`src/rtl/multdiv_iter.sv`:
```
// Iterative signed 32-bit multiplier/divider. Each operation takes 32 one-bit
// steps plus a finalize cycle, and results are presented for one cycle in DONE.
module multdiv_iter (
    input  logic        clock,
    input  logic        reset,
    input  logic [31:0] data_operandA,
    input  logic [31:0] data_operandB,
    input  logic        ctrl_MULT,
    input  logic        ctrl_DIV,
    output logic [31:0] data_result,
    output logic        data_exception,
    output logic        data_resultRDY
);

    typedef enum logic [1:0] {ST_IDLE, ST_MULT, ST_DIV, ST_DONE} state_t;

    state_t      state_q, state_d;
    logic [5:0]  cnt_q, cnt_d;
    logic [63:0] acc_q, acc_d;
    logic [63:0] mcand_q, mcand_d;
    logic [31:0] mplier_q, mplier_d;
    logic [31:0] rem_q, rem_d;
    logic [31:0] quo_q, quo_d;
    logic [31:0] dvsr_q, dvsr_d;
    logic        neg_q, neg_d;
    logic        dz_q, dz_d;
    logic        ovf_q, ovf_d;
    logic [31:0] result_q, result_d;
    logic        exc_q, exc_d;
    logic        rdy_q, rdy_d;

    logic        start_mult, start_div;
    logic [32:0] shifted;
    logic [32:0] diff;

    assign start_mult = ctrl_MULT & ~ctrl_DIV;
    assign start_div  = ctrl_DIV & ~ctrl_MULT;

    assign shifted = {rem_q, quo_q[31]};
    assign diff    = shifted - {1'b0, dvsr_q};

    always_comb begin
        state_d  = state_q;
        cnt_d    = cnt_q;
        acc_d    = acc_q;
        mcand_d  = mcand_q;
        mplier_d = mplier_q;
        rem_d    = rem_q;
        quo_d    = quo_q;
        dvsr_d   = dvsr_q;
        neg_d    = neg_q;
        dz_d     = dz_q;
        ovf_d    = ovf_q;
        result_d = result_q;
        exc_d    = exc_q;
        rdy_d    = 1'b0;

        case (state_q)
            ST_IDLE, ST_DONE: begin
                state_d = ST_IDLE;
                if (start_mult) begin
                    state_d  = ST_MULT;
                    cnt_d    = '0;
                    acc_d    = '0;
                    mcand_d  = {{32{data_operandA[31]}}, data_operandA};
                    mplier_d = data_operandB;
                end else if (start_div) begin
                    state_d = ST_DIV;
                    cnt_d   = '0;
                    rem_d   = '0;
                    quo_d   = data_operandA[31] ? -data_operandA : data_operandA;
                    dvsr_d  = data_operandB[31] ? -data_operandB : data_operandB;
                    neg_d   = data_operandA[31] ^ data_operandB[31];
                    dz_d    = (data_operandB == '0);
                    ovf_d   = (data_operandA == 32'h8000_0000) && (data_operandB == '1);
                end
            end

            ST_MULT: begin
                if (cnt_q == 6'd32) begin
                    state_d  = ST_DONE;
                    rdy_d    = 1'b1;
                    result_d = acc_q[31:0];
                    exc_d    = (acc_q[63:32] != {32{acc_q[31]}});
                end else begin
                    // Bit 31 of a two's complement multiplier carries weight -2^31.
                    if (mplier_q[0])
                        acc_d = (cnt_q == 6'd31) ? acc_q - mcand_q : acc_q + mcand_q;
                    mcand_d  = mcand_q << 1;
                    mplier_d = mplier_q >> 1;
                    cnt_d    = cnt_q + 6'd1;
                end
            end

            ST_DIV: begin
                if (cnt_q == 6'd32) begin
                    state_d = ST_DONE;
                    rdy_d   = 1'b1;
                    if (dz_q) begin
                        result_d = '0;
                        exc_d    = 1'b1;
                    end else begin
                        result_d = neg_q ? -quo_q : quo_q;
                        exc_d    = ovf_q;
                    end
                end else begin
                    if (!diff[32]) begin
                        rem_d = diff[31:0];
                        quo_d = {quo_q[30:0], 1'b1};
                    end else begin
                        rem_d = shifted[31:0];
                        quo_d = {quo_q[30:0], 1'b0};
                    end
                    cnt_d = cnt_q + 6'd1;
                end
            end

            default: state_d = ST_IDLE;
        endcase
    end

    always_ff @(posedge clock) begin
        if (reset) begin
            state_q  <= ST_IDLE;
            cnt_q    <= '0;
            acc_q    <= '0;
            mcand_q  <= '0;
            mplier_q <= '0;
            rem_q    <= '0;
            quo_q    <= '0;
            dvsr_q   <= '0;
            neg_q    <= 1'b0;
            dz_q     <= 1'b0;
            ovf_q    <= 1'b0;
            result_q <= '0;
            exc_q    <= 1'b0;
            rdy_q    <= 1'b0;
        end else begin
            state_q  <= state_d;
            cnt_q    <= cnt_d;
            acc_q    <= acc_d;
            mcand_q  <= mcand_d;
            mplier_q <= mplier_d;
            rem_q    <= rem_d;
            quo_q    <= quo_d;
            dvsr_q   <= dvsr_d;
            neg_q    <= neg_d;
            dz_q     <= dz_d;
            ovf_q    <= ovf_d;
            result_q <= result_d;
            exc_q    <= exc_d;
            rdy_q    <= rdy_d;
        end
    end

    assign data_result    = result_q;
    assign data_exception = exc_q;
    assign data_resultRDY = rdy_q;

endmodule
```
`config.mk`:
```
export PLATFORM = sky130hd
export DESIGN_NAME = multdiv_iter
export DESIGN_NICKNAME = d
export VERILOG_FILES = /design/src/rtl/multdiv_iter.sv
export SDC_FILE = /design/constraint.sdc
export NUM_CORES = 1
export LEC_CHECK = 0
export ABC_AREA = 1
export ABC_CLOCK_PERIOD_IN_PS = 6000
export CORE_MARGIN = 1
export CORE_UTILIZATION = 40
export DETAILED_ROUTE_END_ITERATION = 8
export PLACE_DENSITY = 0.63
export SYNTH_ARGS = -nofsm -noshare
export SYNTH_HDL_FRONTEND = slang
export SYNTH_SLANG_ARGS = --single-unit
```
`constraint.sdc`:
```
create_clock -name clock -period 6 [get_ports clock]
set_input_delay 0.6 -clock clock [delete_from_list [all_inputs] [get_ports clock]]
set_output_delay 0.6 -clock clock [all_outputs]
set_load 0.005 [all_outputs]
```
Yosys cells after proc, flatten, opt, wreduce, memory -nomap -nowiden --
Cells that the tools add are included.
Word-level totals: input bits 68, flip-flop bits (word level) 301
Cells by class: $add $sub $neg 7, reduce and logical (&&, ||, !) cells 15, equality and inequality tests 19, bitwise gates (word level) 7, muxes and demuxes 41
Operators with widths (number):
- two-way mux 32 bit | 15
- two-way mux 64 bit | 6
- case mux 32 bit (2 select lines) | 4
- case mux 64 bit (2 select lines) | 2
- negator 32 bit | 3
- adder 64 bit | 1
- equality test 32 bit, second input constant | 2
- subtractor 64 bit | 1
- subtractor 33 x 32 -> 33 bit | 1
- zero test 32 bit | 1
- inequality test 32 bit | 1
- two-way mux 6 bit | 3
- inequality test 2 bit, second input constant | 9
- case mux 6 bit (2 select lines) | 1
- AND reduction 3 bit | 3
- AND reduction 4 bit | 2
- adder 6 x 1 -> 6 bit, second input constant | 1
- equality test 6 x 5 -> 1 bit, second input constant | 1
- equality test 6 bit, second input constant | 1
- two-way mux 2 bit | 3
- nonzero test 2 bit | 3
- OR reduction 2 bit | 3
- two-way mux 1 bit | 5
- equality test 2 bit, second input constant | 2
- other kinds (11) | 15

Logic depth before layout (Yosys ltp) --
depth after elaboration 5, mapped depth 26, mapped depth without buffers 26

Least setup slack after synthesis --
Ideal clock, no wire load.
kind flip-flop to flip-flop, start register mcand_q[0], end register acc_q[55], buffers on the path 0, clock period less this slack 3.094 ns, required time 5.868 ns, arrival 2.961 ns, cell stages (with the launch flop) 25, setup slack 2.906 ns, library setup time 0.132 ns, cells stage by stage dfxtp_1 inv_1 ha_1 nand3_1 nor2_1 nand2_1 nor2_2 nand2_2 nand2_2 o21ai_2 a21oi_2 o21ai_0 xor2_1 ha_1 nand2_1 nor2_1 inv_1 nor2_1 nand2_1 nor2_1 nand2_1 nand3_1 nand2_1 nand3_1 a21oi_1
On the way: longest elaborated chain between the ends 5
Ends and longest elaborated chain:
- start: declaration | RTL line 20 | logic [63:0] mcand_q, mcand_d;
- start signal: assignment | RTL line 142 | mcand_q <= mcand_d;
- adder 64 bit or subtractor 64 bit (tied branches) | RTL line 88 | acc_d = (cnt_q == 6'd31) ? acc_q - mcand_q : acc_q + mcand_q;
- two-way mux 64 bit * | RTL line 88
- two-way mux 64 bit * | RTL line 87 | if (mplier_q[0])
- two-way mux 64 bit * | RTL line 80 | if (cnt_q == 6'd32) begin
- case mux 64 bit (2 select lines) * | RTL line 58 | case (state_q)
- end signal: assignment | RTL line 126 | acc_q <= '0;
- end signal: assignment | RTL line 141 | acc_q <= acc_d;
- end: declaration | RTL line 19 | logic [63:0] acc_q, acc_d;
Mark *: on every way between the ends. The rest lies on a longest branch, timed or not. The select of a mux whose other input is x is not followed. A chain may end at the register's enable or synchronous reset.

Worst setup path after layout --
start register cnt_q[0], end register acc_q[55]
On the way: longest elaborated chain between the ends 5
Ends and longest elaborated chain:
- start: declaration | RTL line 18 | logic [5:0] cnt_q, cnt_d;
- start signal: assignment | RTL line 140 | cnt_q <= cnt_d;
- equality test 6 x 5 -> 1 bit | RTL line 88
- two-way mux 64 bit | RTL line 88
- two-way mux 64 bit | RTL line 87
- two-way mux 64 bit | RTL line 80
- case mux 64 bit (2 select lines) | RTL line 58
Several ways; a longest one is shown, not always the timed one. The select of a mux whose other input is x is not followed.

==> impl_results.md <==
- Mapped Area: 25,280 um^2
- Worst hold path class: flip-flop to flip-flop
- Average vias per placed instance: 5.250
- Hpwl dp: 70,750 um
- Post-synth net total: 4,596
- Cell breakdown of the critical path: ha_1, inv_1, nor3_1, nand2_1, inv_2, o21ai_2, a21oi_2, o21ai_0, xor2_1, ha_1, nand2_1, inv_1, nand2_1, nand2_1, a21oi_1, nor2_1, nor2_1, nand3_1, nand2_1, nand3_1, a21oi_1
- First-pass GRT wire length: between 100,000 and 150,000 um
- CTS H-tree depth: 2
- Worst path slowest cell: inv_2
- Synth top area cells: dfxtp_1, nand2_1, inv_1, a21oi_1, o21ai_0
- Period minus WS final: 4.267 ns
- Sequential fraction of the synthesis area: 23.83%
- Filler cell count: 6,839
- Worst rel slew slack: 13.85%
- Clk_lat worst skew: 0.58 ns
- Die area: 64,220 um^2
- Ports: 102
- CTS tree: done
- Final Worst Setup Slack: between 1.5 and 2 ns
- Total global-route track usage: 28.28%
- Switching Share: between 40% and 50%
- Power per cell area: 260.9 nW/um^2
- Area Overhead vs Synth: 11.13%
- CP max stage delay: 0.47 ns
- Share of the synthesized area in the top cell type: around a quarter
- Placer Congestion: 1.037
- PortBufs: 101
- Final TNS setup: 0 ns
- Worst IR Drop VDD: 0.1772 mV
- DP Worst Slack: roughly 1.9 ns
- Vias in the first global route: 25,061
- Yosys Warn Count: 0
- Num CTS Buffers: 38
- Nets@finish: 4,603
- Cells after synthesis: 4,419
- Sequential cell area: 6026 um^2
- CP endpoint kind: flip-flop
- Final Hold Vio Count: 0
- Row cnt: 91
- Layout cells sized above 1: 3.883%
- Total Power: ~7.3 mW
- Simple-Gate Fraction of Synth Area: between 30 and 40%
- Drc violations: 0
- Pre-antenna DRT Iters: 6
- Lkg Pwr: 13.81 nW
- DRT Wirelength: about 91,000 um
- Mux cell area share after synthesis: 0%
- Top cell type by total area after synthesis: dfxtp_1
- Placed cell areas: 26,810 um^2
- Clk pwr share: around a third
- XOR/XNOR Fraction of Synth Area: 3.741%
- Overflow after GRT: 0
- CTS sink count: 301
- Final setup vio count: 0
- CP arrival: 4.76 ns
- Placeable Area: between 60,000 and 70,000 um^2
- Die H: between 200 and 300 um
- Initial antenna violation count: 0
- Final instance area: 28,100 um^2
- Max Cap Violations: 0
- Asr flop ratio synth: 0%
- Seq pwr share: 32.6%
- Mapped Avg Cell Area: 5.721 um^2
- Worst-case clock skew: 0.01700 ns
- Worst-path clk slew: about 0.06 ns
- Crit-path max FO: 32
- NetSw: 2.947 mW
- Seq cells post-synth: 301
- Fmax: 234.4 MHz
- Synth Area in Compound Gates: 16.82%
- Unrepaired setup endpoints after global routing: false
- Setup crit start kind: flip-flop
- Status: complete, no violations
- Drt initial violations: 2,713
- Fin util: 45.28%
- Comb power frac: about a third
- Critical Path RT: 6.50 ns
- Area occupied by multi-input gates: 15,920 um^2
- Slew @ Worst Pin: 1.291 ns
- Top FF cell, synth: dfxtp_1
- Post-synth EDFFs: 0
- Final slew viol count: 0
- Int Pwr: 4.384 mW
- Number of nets with antenna violations after routing: 0
- Post-CTS Setup Bufs: 0
- Largest net degree at the start of global routing: 108
- Main combinational cell family by area after synthesis: simple AND/OR/NAND/NOR gates
- Synth Area in Adders: 5.454%
- Avg WL per Cell: 17.29 um
- Max Root-Sink Buffers: 3
- CTS root buffer: clkbuf_16
- Fin crit share: 71.12%
- CP most frequent cell: nand2_1
- Inserted Diodes: 0
- Post-cts resize count: 0
- Initial Utilization: 40.74%
- Vias: roughly 28,000
- WS Path Type: flip-flop to flip-flop
- Die Width: about 250 um
- Netlist cell types: 53
- CTS hold repair buffers: 0
cell usage after synthesis, drive strengths merged (2+ instances only):
master,number
o22ai,4
o211ai,18
o21bai,5
nand4,55
o31ai,6
or2,29
inv,713
ha,107
nand2,1411
nand3b,30
o21a,2
a31oi,72
a21o,5
fa,2
nor4,16
dfxtp,301
nor2,342
xnor2,23
and3,3
a211oi,2
a221oi,2
buf,50
xor2,85
clkbuf,101
a21oi,354
and2,6
nor3,54
o21ai,325
nand3,286
nor3b,3
path summary, 6_finish.rpt:
kind	from	endpoint	slack (ns)	cells after the start
setup / recovery	cnt_q[0]	acc_q[55]	1.73	21
hold / removal	dvsr_q[31]	dvsr_q[31]	0.47	2
setup reg to reg	cnt_q[0]	acc_q[55]	1.73	21
hold reg to reg	dvsr_q[31]	dvsr_q[31]	0.47	2
through the flow:
step           std cells  hold WS (ns)
3_5_place_dp        5223        0.4572
3_3_place_gp        5223        0.4625
4_1_cts             5292        0.4663
5_1_grt             5292        0.4925
2_1_floorplan       4419        0.4453
6_report            5292        0.4657
critical path, delay by kind of cell, from the launching register on:
family / cells / cell delay [ns]
buffers and inverters: 3 / 0.57
flip-flops: 1 / 0.38
AO/OA/AOI/OAI: 5 / 1.01
XOR/XNOR: 1 / 0.43
adder cells (fa/ha/maj): 2 / 0.56
AND/OR/NAND/NOR: 10 / 1.21
state kept, by name (all words and copies together) (netlist names), 2 cells and up:
signal,flops
acc_q,64
cnt_q,6
data_result,32
dvsr_q,32
mcand_q,64
mplier_q,32
quo_q,32
rem_q,32
state_q,2
cells in the final DEF, fill, tap and decap left out, types with 10 or more instances in the layout:
master           instances
dfxtp_1                301
nor4_1                  16
clkbuf_16               38
nand2_2                 12
a21oi_1                350
nor2_1                 333
xor2_1                  85
o211ai_1                18
inv_2                   19
ha_1                   106
nand3b_1                30
nand3_1                278
o21ai_0                310
a31oi_1                 72
nand2_1               1398
nand4_1                 55
or2_2                   27
buf_4                   18
nor3_1                  51
xnor2_1                 23
inv_1                  692
o21ai_1                 10
clkdlybuf4s50_1        100
metal layers:
metal  vias up  track usage [%]  part of all wire [%]
met5         -                0                     0
met2       978            44.94                    44
li1      14108                -                     -
met4         0            10.70                   3.6
met1     12516            38.59                    45
met3       179            3.803                   7.5
power by group through the flow:
stage	Combinational, mW	Clock, mW	Sequential, mW
6_report	2.53	2.42	2.39
4_1_cts	2.48	2.46	2.38
5_1_grt	2.80	2.53	2.41
3_5_place_dp	2.47	0	2.42
2_1_floorplan	1.79	0	2.35
3_3_place_gp	2.46	0	2.42
layout make-up:
type,count,share of cell area (%)
inverters,714,9.561
multi-input cells,3253,56.65
clock buffers,50,3.758
clock inverters,19,0.8105
flip-flops and latches,301,21.45
repair buffers,118,4.043
well taps,837,3.727
cell families (layout without fill, tap and decap cells):
group | count (synthesis) | count (layout)
AO/OA/AOI/OAI | 800 | 800
adder cells (fa/ha/maj) | 109 | 109
flip-flops | 301 | 301
buffers and inverters | 865 | 901
XOR/XNOR | 108 | 108
AND/OR/NAND/NOR | 2236 | 2236
No activity file was read; power rests on OpenSTA's default activity.
